## config.mk

```make
export PLATFORM = sky130hd
export DESIGN_NAME = cvsd_frame_ctrl
export DESIGN_NICKNAME = d
export VERILOG_FILES = /design/src/rtl/cvsd_frame_ctrl.sv
export SDC_FILE = /design/constraint.sdc
export NUM_CORES = 1
export LEC_CHECK = 0
export CORE_MARGIN = 5
export CORE_UTILIZATION = 55
export CTS_CLUSTER_SIZE = 14
export DETAILED_ROUTE_END_ITERATION = 6
export HOLD_SLACK_MARGIN = 0.08
export PLACE_DENSITY = 0.78
export RECOVER_POWER = 100
export SETUP_SLACK_MARGIN = 0.15
export SKIP_CTS_REPAIR_TIMING = 1
export SYNTH_ARGS = -nofsm -noshare
export SYNTH_HDL_FRONTEND = slang
export SYNTH_SLANG_ARGS = --single-unit
export TNS_END_PERCENT = 1
```

## constraint.sdc

```tcl
create_clock -name CLOCK -period 2.7 [get_ports CLOCK]
set_clock_uncertainty 0.15 [all_clocks]
set_input_delay 0.81 -clock CLOCK [delete_from_list [all_inputs] [get_ports CLOCK]]
set_output_delay 0.81 -clock CLOCK [all_outputs]
set_load 0.005 [all_outputs]
```

## src/rtl/cvsd_frame_ctrl.sv

```systemverilog
// CVSD encode-path sequencer: sample strobe, warm-up discard,
// MSB-first frame packing and valid/ready frame output.
module cvsd_frame_ctrl #(
   parameter int DIV_N      = 5000,
   parameter int FRAME_BITS = 8,
   parameter int PRE_LEN    = 16
) (
   input  logic                  CLOCK,
   input  logic                  RESET,
   input  logic                  start,
   input  logic                  stop,
   input  logic                  cvsd_bit,
   input  logic                  frame_ready,
   output logic                  sample_en,
   output logic [FRAME_BITS-1:0] frame_data,
   output logic                  frame_valid,
   output logic                  overrun,
   output logic                  busy,
   output logic [1:0]            state
);

   localparam int CW = (DIV_N > 1) ? $clog2(DIV_N) : 1;
   localparam int PW = $clog2(PRE_LEN + 1);
   localparam int BW = $clog2(FRAME_BITS + 1);

   typedef enum logic [1:0] {
      S_IDLE   = 2'd0,
      S_WARMUP = 2'd1,
      S_RUN    = 2'd2,
      S_DRAIN  = 2'd3
   } state_t;

   state_t                state_q, state_d;
   logic [CW-1:0]         cnt_q, cnt_d;
   logic [PW-1:0]         pre_cnt_q, pre_cnt_d;
   logic [BW-1:0]         bit_cnt_q, bit_cnt_d;
   logic [FRAME_BITS-1:0] sr_q, sr_d;
   logic [FRAME_BITS-1:0] fdata_q, fdata_d;
   logic                  fvalid_q, fvalid_d;
   logic                  ovr_q, ovr_d;
   logic                  cap_q, cap_d;
   logic                  strobe;
   logic                  done;
   logic [FRAME_BITS-1:0] word;

   always_comb begin
      state_d   = state_q;
      pre_cnt_d = pre_cnt_q;
      bit_cnt_d = bit_cnt_q;
      sr_d      = sr_q;
      fdata_d   = fdata_q;
      fvalid_d  = fvalid_q;
      ovr_d     = ovr_q;
      cnt_d     = cnt_q;
      done      = 1'b0;
      word      = {sr_q[FRAME_BITS-2:0], cvsd_bit};
      strobe    = (state_q != S_IDLE) && (cnt_q == CW'(DIV_N - 1));

      unique case (state_q)
         S_IDLE: begin
            if (start) begin
               state_d   = S_WARMUP;
               ovr_d     = 1'b0;
               pre_cnt_d = '0;
               bit_cnt_d = '0;
               sr_d      = '0;
            end
         end
         S_WARMUP: begin
            // stop wins over a final warm-up capture in the same cycle
            if (stop) begin
               state_d = S_IDLE;
            end else if (cap_q) begin
               if (pre_cnt_q == PW'(PRE_LEN - 1)) begin
                  state_d   = S_RUN;
                  pre_cnt_d = '0;
               end else begin
                  pre_cnt_d = pre_cnt_q + PW'(1);
               end
            end
         end
         S_RUN, S_DRAIN: begin
            if (cap_q) begin
               sr_d = word;
               if (bit_cnt_q == BW'(FRAME_BITS - 1)) begin
                  bit_cnt_d = '0;
                  done      = 1'b1;
               end else begin
                  bit_cnt_d = bit_cnt_q + BW'(1);
               end
            end
            if (state_q == S_RUN && stop) begin
               state_d = (bit_cnt_d != '0) ? S_DRAIN : S_IDLE;
            end
            if (state_q == S_DRAIN && done) begin
               state_d = S_IDLE;
            end
         end
      endcase

      if (fvalid_q && frame_ready) begin
         fvalid_d = 1'b0;
      end
      // a finished frame is dropped only if the held one is not leaving
      if (done) begin
         if (!fvalid_q || frame_ready) begin
            fdata_d  = word;
            fvalid_d = 1'b1;
         end else begin
            ovr_d = 1'b1;
         end
      end

      if (state_q == S_IDLE || state_d == S_IDLE) begin
         cnt_d = '0;
      end else if (cnt_q == CW'(DIV_N - 1)) begin
         cnt_d = '0;
      end else begin
         cnt_d = cnt_q + CW'(1);
      end

      cap_d = strobe && (state_d != S_IDLE);
   end

   always_ff @(posedge CLOCK) begin
      if (RESET) begin
         state_q   <= S_IDLE;
         cnt_q     <= '0;
         pre_cnt_q <= '0;
         bit_cnt_q <= '0;
         sr_q      <= '0;
         fdata_q   <= '0;
         fvalid_q  <= 1'b0;
         ovr_q     <= 1'b0;
         cap_q     <= 1'b0;
      end else begin
         state_q   <= state_d;
         cnt_q     <= cnt_d;
         pre_cnt_q <= pre_cnt_d;
         bit_cnt_q <= bit_cnt_d;
         sr_q      <= sr_d;
         fdata_q   <= fdata_d;
         fvalid_q  <= fvalid_d;
         ovr_q     <= ovr_d;
         cap_q     <= cap_d;
      end
   end

   assign sample_en   = strobe;
   assign frame_data  = fdata_q;
   assign frame_valid = fvalid_q;
   assign overrun     = ovr_q;
   assign busy        = (state_q != S_IDLE);
   assign state       = state_q;

endmodule

```

==> results of run 1 <==
## metal layers
metal	vias to the layer above	part of all wire [%]	track usage, %
met2	36	47	29.6
met1	768	47	23.3
met4	0	1.6	5.86
li1	841	-	-
met5	-	0	0
met3	7	4.7	4.49
## kinds of logic after synthesis
kind of cell	count (synthesis)
mux	10
xor+xnor	13
compound gates	31
fa+ha+maj	3
simple gates	100
buf+inv	18
flops	42
## area by class of cell
type	instances	area, sq um	area share, %
Multi-Input combinational cell	157	1030	45.1
Clock buffer	7	55.1	2.42
Sequential cell	42	846	37.1
Inverter	4	15.0	0.659
Timing Repair Buffer	31	273	12.0
Clock inverter	1	5.00	0.220
Tap cell	46	57.6	2.53
## registers in the layout (all words and copies together), names as in the netlist, 2 cells and up
| name | cells |
|---|---|
| bit_cnt_q | 4 |
| state | 2 |
| cnt_q | 13 |
| pre_cnt_q | 5 |
| frame_data | 8 |
| sr_q | 7 |
## cells in the mapped netlist
| cell type | number |
|---|---|
| dfxtp_1 | 42 |
| nor2b_1 | 3 |
| mux2_2 | 1 |
| nand2_1 | 17 |
| nor3_1 | 1 |
| or4_4 | 1 |
| ha_1 | 3 |
| xnor2_1 | 4 |
| nor3b_1 | 1 |
| nand4_1 | 6 |
| clkbuf_1 | 10 |
| buf_6 | 1 |
| inv_1 | 4 |
| nor2_1 | 19 |
| a311oi_1 | 1 |
| o41ai_1 | 1 |
| a31oi_1 | 4 |
| o21ai_0 | 2 |
| mux2_1 | 1 |
| a31o_2 | 1 |
| and2_1 | 2 |
| xor2_1 | 9 |
| a41o_1 | 1 |
| o31ai_2 | 1 |
| nor4b_1 | 3 |
| a22o_1 | 1 |
| nor4_1 | 13 |
| and4_1 | 2 |
| a21oi_1 | 18 |
| nand3_1 | 18 |
| and3b_1 | 1 |
| and4b_1 | 2 |
| a211oi_1 | 1 |
| buf_2 | 3 |
| nor4_4 | 1 |
| nand4bb_1 | 1 |
| nand2b_1 | 3 |
| and3_1 | 4 |
| mux2i_1 | 8 |
| nor4bb_1 | 1 |
| or3_1 | 1 |
## report_power, final
group / switching [uW] / internal (uW)
clock: 188 / 126
sequential: 3.73 / 621
combinational: 28.2 / 18.8
total: 220 / 766
## stage by stage
step / cells / hold slack [ns]
2_1_floorplan: 217 / 0.271
3_3_place_gp: 280 / 0.292
4_1_cts: 288 / 0.310
3_5_place_dp: 280 / 0.287
5_1_grt: 288 / 0.310
6_report: 288 / 0.280
## worst paths after layout
| kind | from | end | cells after the start |
|---|---|---|---|
| max reg2reg | bit_cnt_q[0]$_SDFFE_PP0P_ | state[1]$_SDFF_PP0_ | 6 |
| min reg2reg | cnt_q[0]$_SDFF_PP0_ | cnt_q[0]$_SDFF_PP0_ | 1 |
| max | stop | state[1]$_SDFF_PP0_ | 6 |
| min | cnt_q[0]$_SDFF_PP0_ | cnt_q[0]$_SDFF_PP0_ | 1 |
## worst max-delay path, stage by stage
cell,delay [ns]
dlygate4sd3_1,0.54
inv_1,0.06
or4_4,0.49
nor4_4,0.27
clkbuf_2,0.35
o31ai_1,0.12
==> run summary, run 1 <==
FLOORPLANNING
--------------------------------------------------------------------------------------------------------
I/O pin cnt                                                                                           20
Area inside the core boundary                                                                 3360 sq um
Overall die height                                                                          69.2 microns
DIE AREA                                                                                      4790 sq um
Initial core utilization                                                                           57.3%
# rows                                                                                                21
Horizontal extent of the die                                                                69.2 microns

STA
--------------------------------------------------------------------------------------------------------
Slew at the pin with the worst max-slew slack                                                   0.808 ns
Worst relative slew slack                                                                          46.1%
Pins Over Slew Limit                                                                                   0
Worst Slack Setup Final                                                                         0.125 ns
Period utilization                                                                                 95.4%
Maximum operating frequency                                                                      388 MHz
Final critical path time including I/O delays and setup                                          2.58 ns
Setup TNS                                                                                           0 ns
Number of endpoints with negative hold slack in the final report                                       0
Setup repair after global routing missed its margin                                                false
Final Setup Violations                                                                                 0

SETUP PATH
--------------------------------------------------------------------------------------------------------
Data arrival, critical path                                                                      2.65 ns
Crit. End Element                                                                               register
Worst-path maximum fanout                                                                             16
Startpoint-to-endpoint class of the critical path                                           input pin to register
Setup slack of the worst register-to-register path                                               0.23 ns
WP data required                                                                                 2.77 ns
Category of the worst setup path launch point                                                  input pin

DETAILED ROUTING
--------------------------------------------------------------------------------------------------------
Ratio of routed vias to standard cells                                                              5.74
DRC violation count after routing                                                                      0
Total length of routed wires                                                                4120 microns
Antenna viol nets, final                                                                               0
Count of routing violations after the opening detailed-route iteration                               104
Detail-routed net length per standard cell                                                  14.3 microns
Drt first pass iters                                                                                   4
Via Count                                                                                           1652

FINAL LAYOUT
--------------------------------------------------------------------------------------------------------
Number of fill cells                                                                                 301
Post-Route Utilization                                                                             67.7%
Leading cell types in the layout, fill and taps excluded                                    dfxtp_1 (38), nor2_1 (18), a21oi_1 (18)
Layout cells sized above 1                                                                         12.4%
Commonest non-fill, non-tap cell in the layout                                                   dfxtp_1
Number of nets in the layout                                                                         250
Relative area change from synthesis to final layout                                                18.1%
Post-route cell area                                                                          2280 sq um
Number of antenna cells inserted                                                                       0

SYNTH
--------------------------------------------------------------------------------------------------------
Count of unique library cells instantiated by Yosys                                                   41
Portion of synthesized cell area occupied by the leading cell type                                 43.6%
Library cell with the largest summed area after synthesis                                        dfxtp_1
Cells after synthesis                                                                                217
Average cell area after synthesis                                                             8.89 sq um
Top cells by area in the synthesized netlist                                                dfxtp_1 (44%), a21oi_1 (4.7%), nand3_1 (4.7%), nor4_1 (4.2%), mux2i_1 (4.2%)
Post-synthesis share of cell area spent on full adders, half adders and majority gates             1.95%
Synthesis Warnings                                                                                     0
Compound-cell area share of the yosys netlist                                                      9.86%
Post-Synthesis Net Count                                                                             226
Simple-gate portion of the synthesized area                                                        29.3%
Main combinational cell family by area after synthesis                                      simple AND/OR/NAND/NOR gates
Number of register bits inferred by synthesis                                                         42
Post-synthesis xor/xnor area fraction                                                              5.91%
Sequential area share after synthesis                                                              43.6%
Synth Cell Area                                                                               1930 sq um
Share of synthesized area spent on multiplexers                                                    5.32%

PLACED DESIGN
--------------------------------------------------------------------------------------------------------
Minimum setup slack after placement                                                           -0.0321 ns
Placed cell areas                                                                             2210 sq um
Final GP Congestion                                                                                0.868
Placed wire-length estimate                                                                 2930 microns
Count of input and output buffers                                                                     19

CLOCK NETWORK
--------------------------------------------------------------------------------------------------------
Number of buffers created by CTS                                                                       5
Skew-Pair Late Insertion Delay                                                                   0.35 ns
Post-CTS clock slew at the launch and capture registers of the worst setup and hold paths        0.11 ns
Number of clock sinks seen by CTS                                                                     42
CTS tree                                                                                           built
Number of buffers between clock root and the deepest sink                                              2
Depth of the CTS H-tree                                                                                2
Clock Root Buffer                                                                               clkbuf_4

GLOBAL ROUTING
--------------------------------------------------------------------------------------------------------
Pin count of the biggest net entering global routing                                                  20
Residual overflow from global routing                                                                  0
Initial antenna violation count                                                                        0
Wire length of the first global-routing pass                                                7180 microns
Number of global-route vias before repair                                                           1574
Total global routing track utilization                                                             18.1%

HOLD PATH
--------------------------------------------------------------------------------------------------------
Hold Crit Class                                                                             register to register

PWR
--------------------------------------------------------------------------------------------------------
PwrDens                                                                                      433 nW/um^2
Leak pwr                                                                                     0.000842 uW
Highest ir drop seen on vdd                                                                     0.259 mV
Power consumption                                                                                 986 uW

RUN
--------------------------------------------------------------------------------------------------------
Number of max-cap violations                                                                           0

RUN STATUS
--------------------------------------------------------------------------------------------------------
Status                                                                                      finished, final reports clean

Note: power is estimated with default switching activity, not from simulation.
==> run 2: changes to the inputs <==
--- a/config.mk
+++ b/config.mk
@@ -17,4 +17,3 @@
 export SYNTH_ARGS = -nofsm -noshare
 export SYNTH_HDL_FRONTEND = slang
 export SYNTH_SLANG_ARGS = --single-unit
-export TNS_END_PERCENT = 1
==> results of run 2 <==
Final layout, timing and power as in run 1 (identical DEF).
==> run 3: changes to the inputs <==
--- a/config.mk
+++ b/config.mk
@@ -9,7 +9,9 @@
 export CORE_UTILIZATION = 55
 export CTS_CLUSTER_SIZE = 14
 export DETAILED_ROUTE_END_ITERATION = 6
+export GPL_ROUTABILITY_DRIVEN = 1
 export HOLD_SLACK_MARGIN = 0.08
+export MAX_ROUTING_LAYER = met4
 export PLACE_DENSITY = 0.78
 export RECOVER_POWER = 100
 export SETUP_SLACK_MARGIN = 0.15
==> run 3 against run 2 <==
  * Global-route usage grew 0.51 points
  * Maximum frequency down 0.24%
  * Cell count did not move
  * Hold slack hardly changed
  * Largest power group unchanged
==> run summary, run 3 (same netlist as run 1, synthesis figures left out) <==
PLACED DESIGN
--------------------------------------------------------------------------------------------------------
Final GP Congestion                                                                                0.882   was 0.868
Count of input and output buffers                                                                     19   unchanged
Placed wire-length estimate                                                                 2930 microns   unchanged
Minimum setup slack after placement                                                           -0.0321 ns   unchanged

SETUP PATH
--------------------------------------------------------------------------------------------------------
Data arrival, critical path                                                                      2.65 ns   about the same
Startpoint-to-endpoint class of the critical path                                           input pin to register   unchanged
Worst-path maximum fanout                                                                             16   unchanged
Crit. End Element                                                                               register   unchanged
Category of the worst setup path launch point                                                  input pin   unchanged
WP data required                                                                                 2.77 ns   about the same

STA
--------------------------------------------------------------------------------------------------------
Setup repair after global routing missed its margin                                                false   unchanged
Final critical path time including I/O delays and setup                                          2.58 ns   about the same
Worst Slack Setup Final                                                                         0.119 ns   was 0.125 ns
Final Setup Violations                                                                                 0   unchanged
Number of endpoints with negative hold slack in the final report                                       0   unchanged
Pins Over Slew Limit                                                                                   0   unchanged
Period utilization                                                                                 95.6%   was 95.4%
Worst relative slew slack                                                                          46.1%   about the same
Slew at the pin with the worst max-slew slack                                                   0.808 ns   about the same
Maximum operating frequency                                                                      387 MHz   was 388 MHz
Fin Hold WS                                                                                     0.280 ns   about the same

FLOORPLANNING
--------------------------------------------------------------------------------------------------------
Horizontal extent of the die                                                                69.2 microns   unchanged
I/O pin cnt                                                                                           20   unchanged
Initial core utilization                                                                           57.3%   unchanged
DIE AREA                                                                                      4790 sq um   unchanged
# rows                                                                                                21   unchanged
Overall die height                                                                          69.2 microns   unchanged
Area inside the core boundary                                                                 3360 sq um   unchanged

CLOCK NETWORK
--------------------------------------------------------------------------------------------------------
Number of buffers created by CTS                                                                       5   unchanged
Skew-Pair Late Insertion Delay                                                                   0.34 ns   was 0.35 ns
Post-CTS clock slew at the launch and capture registers of the worst setup and hold paths        0.11 ns   about the same
CTS tree                                                                                           built   unchanged
Clock Root Buffer                                                                               clkbuf_4   unchanged
Number of buffers between clock root and the deepest sink                                              2   unchanged
Depth of the CTS H-tree                                                                                2   unchanged
Number of clock sinks seen by CTS                                                                     42   unchanged

FINAL LAYOUT
--------------------------------------------------------------------------------------------------------
Number of antenna cells inserted                                                                       0   unchanged
Commonest non-fill, non-tap cell in the layout                                                   dfxtp_1   unchanged
Register containing the most flip-flops in the final layout                                        cnt_q   unchanged
Relative area change from synthesis to final layout                                                18.1%   unchanged
Flip-flop count of the largest register, all copies and words added                                   13   unchanged
Leading cell types in the layout, fill and taps excluded                                    dfxtp_1 (38), nor2_1 (18), a21oi_1 (18)   unchanged
Number of nets in the layout                                                                         250   unchanged
Post-Route Utilization                                                                             67.7%   unchanged
Layout cells sized above 1                                                                         12.4%   unchanged
Number of fill cells                                                                                 301   unchanged

DETAILED ROUTING
--------------------------------------------------------------------------------------------------------
Ratio of routed vias to standard cells                                                              5.75   was 5.74
Drt first pass iters                                                                                   4   unchanged
Via Count                                                                                           1655   was 1652
Antenna viol nets, final                                                                               0   unchanged
Count of routing violations after the opening detailed-route iteration                                98   was 104
Total length of routed wires                                                                4130 microns   was 4120 microns
DRC violation count after routing                                                                      0   unchanged
Detail-routed net length per standard cell                                                  14.3 microns   about the same

GLOBAL ROUTING
--------------------------------------------------------------------------------------------------------
Initial antenna violation count                                                                        0   unchanged
Pin count of the biggest net entering global routing                                                  20   unchanged
Total global routing track utilization                                                             18.6%   was 18.1%
Number of global-route vias before repair                                                           1574   unchanged
Wire length of the first global-routing pass                                                7180 microns   unchanged
Residual overflow from global routing                                                                  0   unchanged

RUN
--------------------------------------------------------------------------------------------------------
Number of max-cap violations                                                                           0   unchanged

RUN STATUS
--------------------------------------------------------------------------------------------------------
Status                                                                                      finished, final reports clean   unchanged

PWR
--------------------------------------------------------------------------------------------------------
Highest ir drop seen on vdd                                                                     0.260 mV   was 0.259 mV
Leak pwr                                                                                     0.000842 uW   unchanged
Power consumption                                                                                 985 uW   was 986 uW
PwrDens                                                                                      433 nW/um^2   about the same

HOLD PATH
--------------------------------------------------------------------------------------------------------
Hold Crit Class                                                                             register to register   unchanged

run 3: cell counts in the layout (fill, tap and decap cells not counted):
Identical to the previous run, type by type.
run 3: where the power goes:
group	internal [uW]	switching, uW
logic	18.8	28.2
clock network	126	187
registers	621	3.68
total	766	219
run 3: routing by layer:
layer	wire length, microns	part of all wire (%)	global-route usage (%)	vias to the layer above
li1	-	-	-	840
met1	1950	47	23.3	773
met2	1930	47	29.6	37
met3	188	4.6	4.49	5
met4	57	1.4	5.86	0
met5	0	0	-	-
run 3: final cells by class:
type	instances	area (sq um)	share of cell area, %
clock buffers	7	55.1	2.42
clock inverters	1	5.00	0.220
inverters	4	15.0	0.659
multi-input cells	157	1030	45.1
flip-flops and latches	42	846	37.1
well taps	46	57.6	2.53
repair buffers	31	273	12.0
run 3: final timing paths:
check | startpoint | endpoint | slack (ns) | cells past startpoint
setup / recovery | stop | state[1]$_SDFF_PP0_ | 0.12 | 6
hold / removal | cnt_q[0]$_SDFF_PP0_ | cnt_q[0]$_SDFF_PP0_ | 0.28 | 1
setup reg to reg | bit_cnt_q[0]$_SDFFE_PP0P_ | state[1]$_SDFF_PP0_ | 0.23 | 6
hold reg to reg | cnt_q[0]$_SDFF_PP0_ | cnt_q[0]$_SDFF_PP0_ | 0.28 | 1
run 3: per-stage QoR:
step	TNS (ns)	cells	instance area, sq um
floorplan	0	217	1930
global placement	-0.00713	280	2210
detailed placement	-0.105	280	2210
CTS	-0.200	288	2270
global route	0	288	2280
finish	0	288	2280
run 3: worst max-delay path: stages:
cell	delay, ns
dlygate4sd3_1	0.54
inv_1	0.06
or4_4	0.49
nor4_4	0.27
clkbuf_2	0.36
o31ai_1	0.12
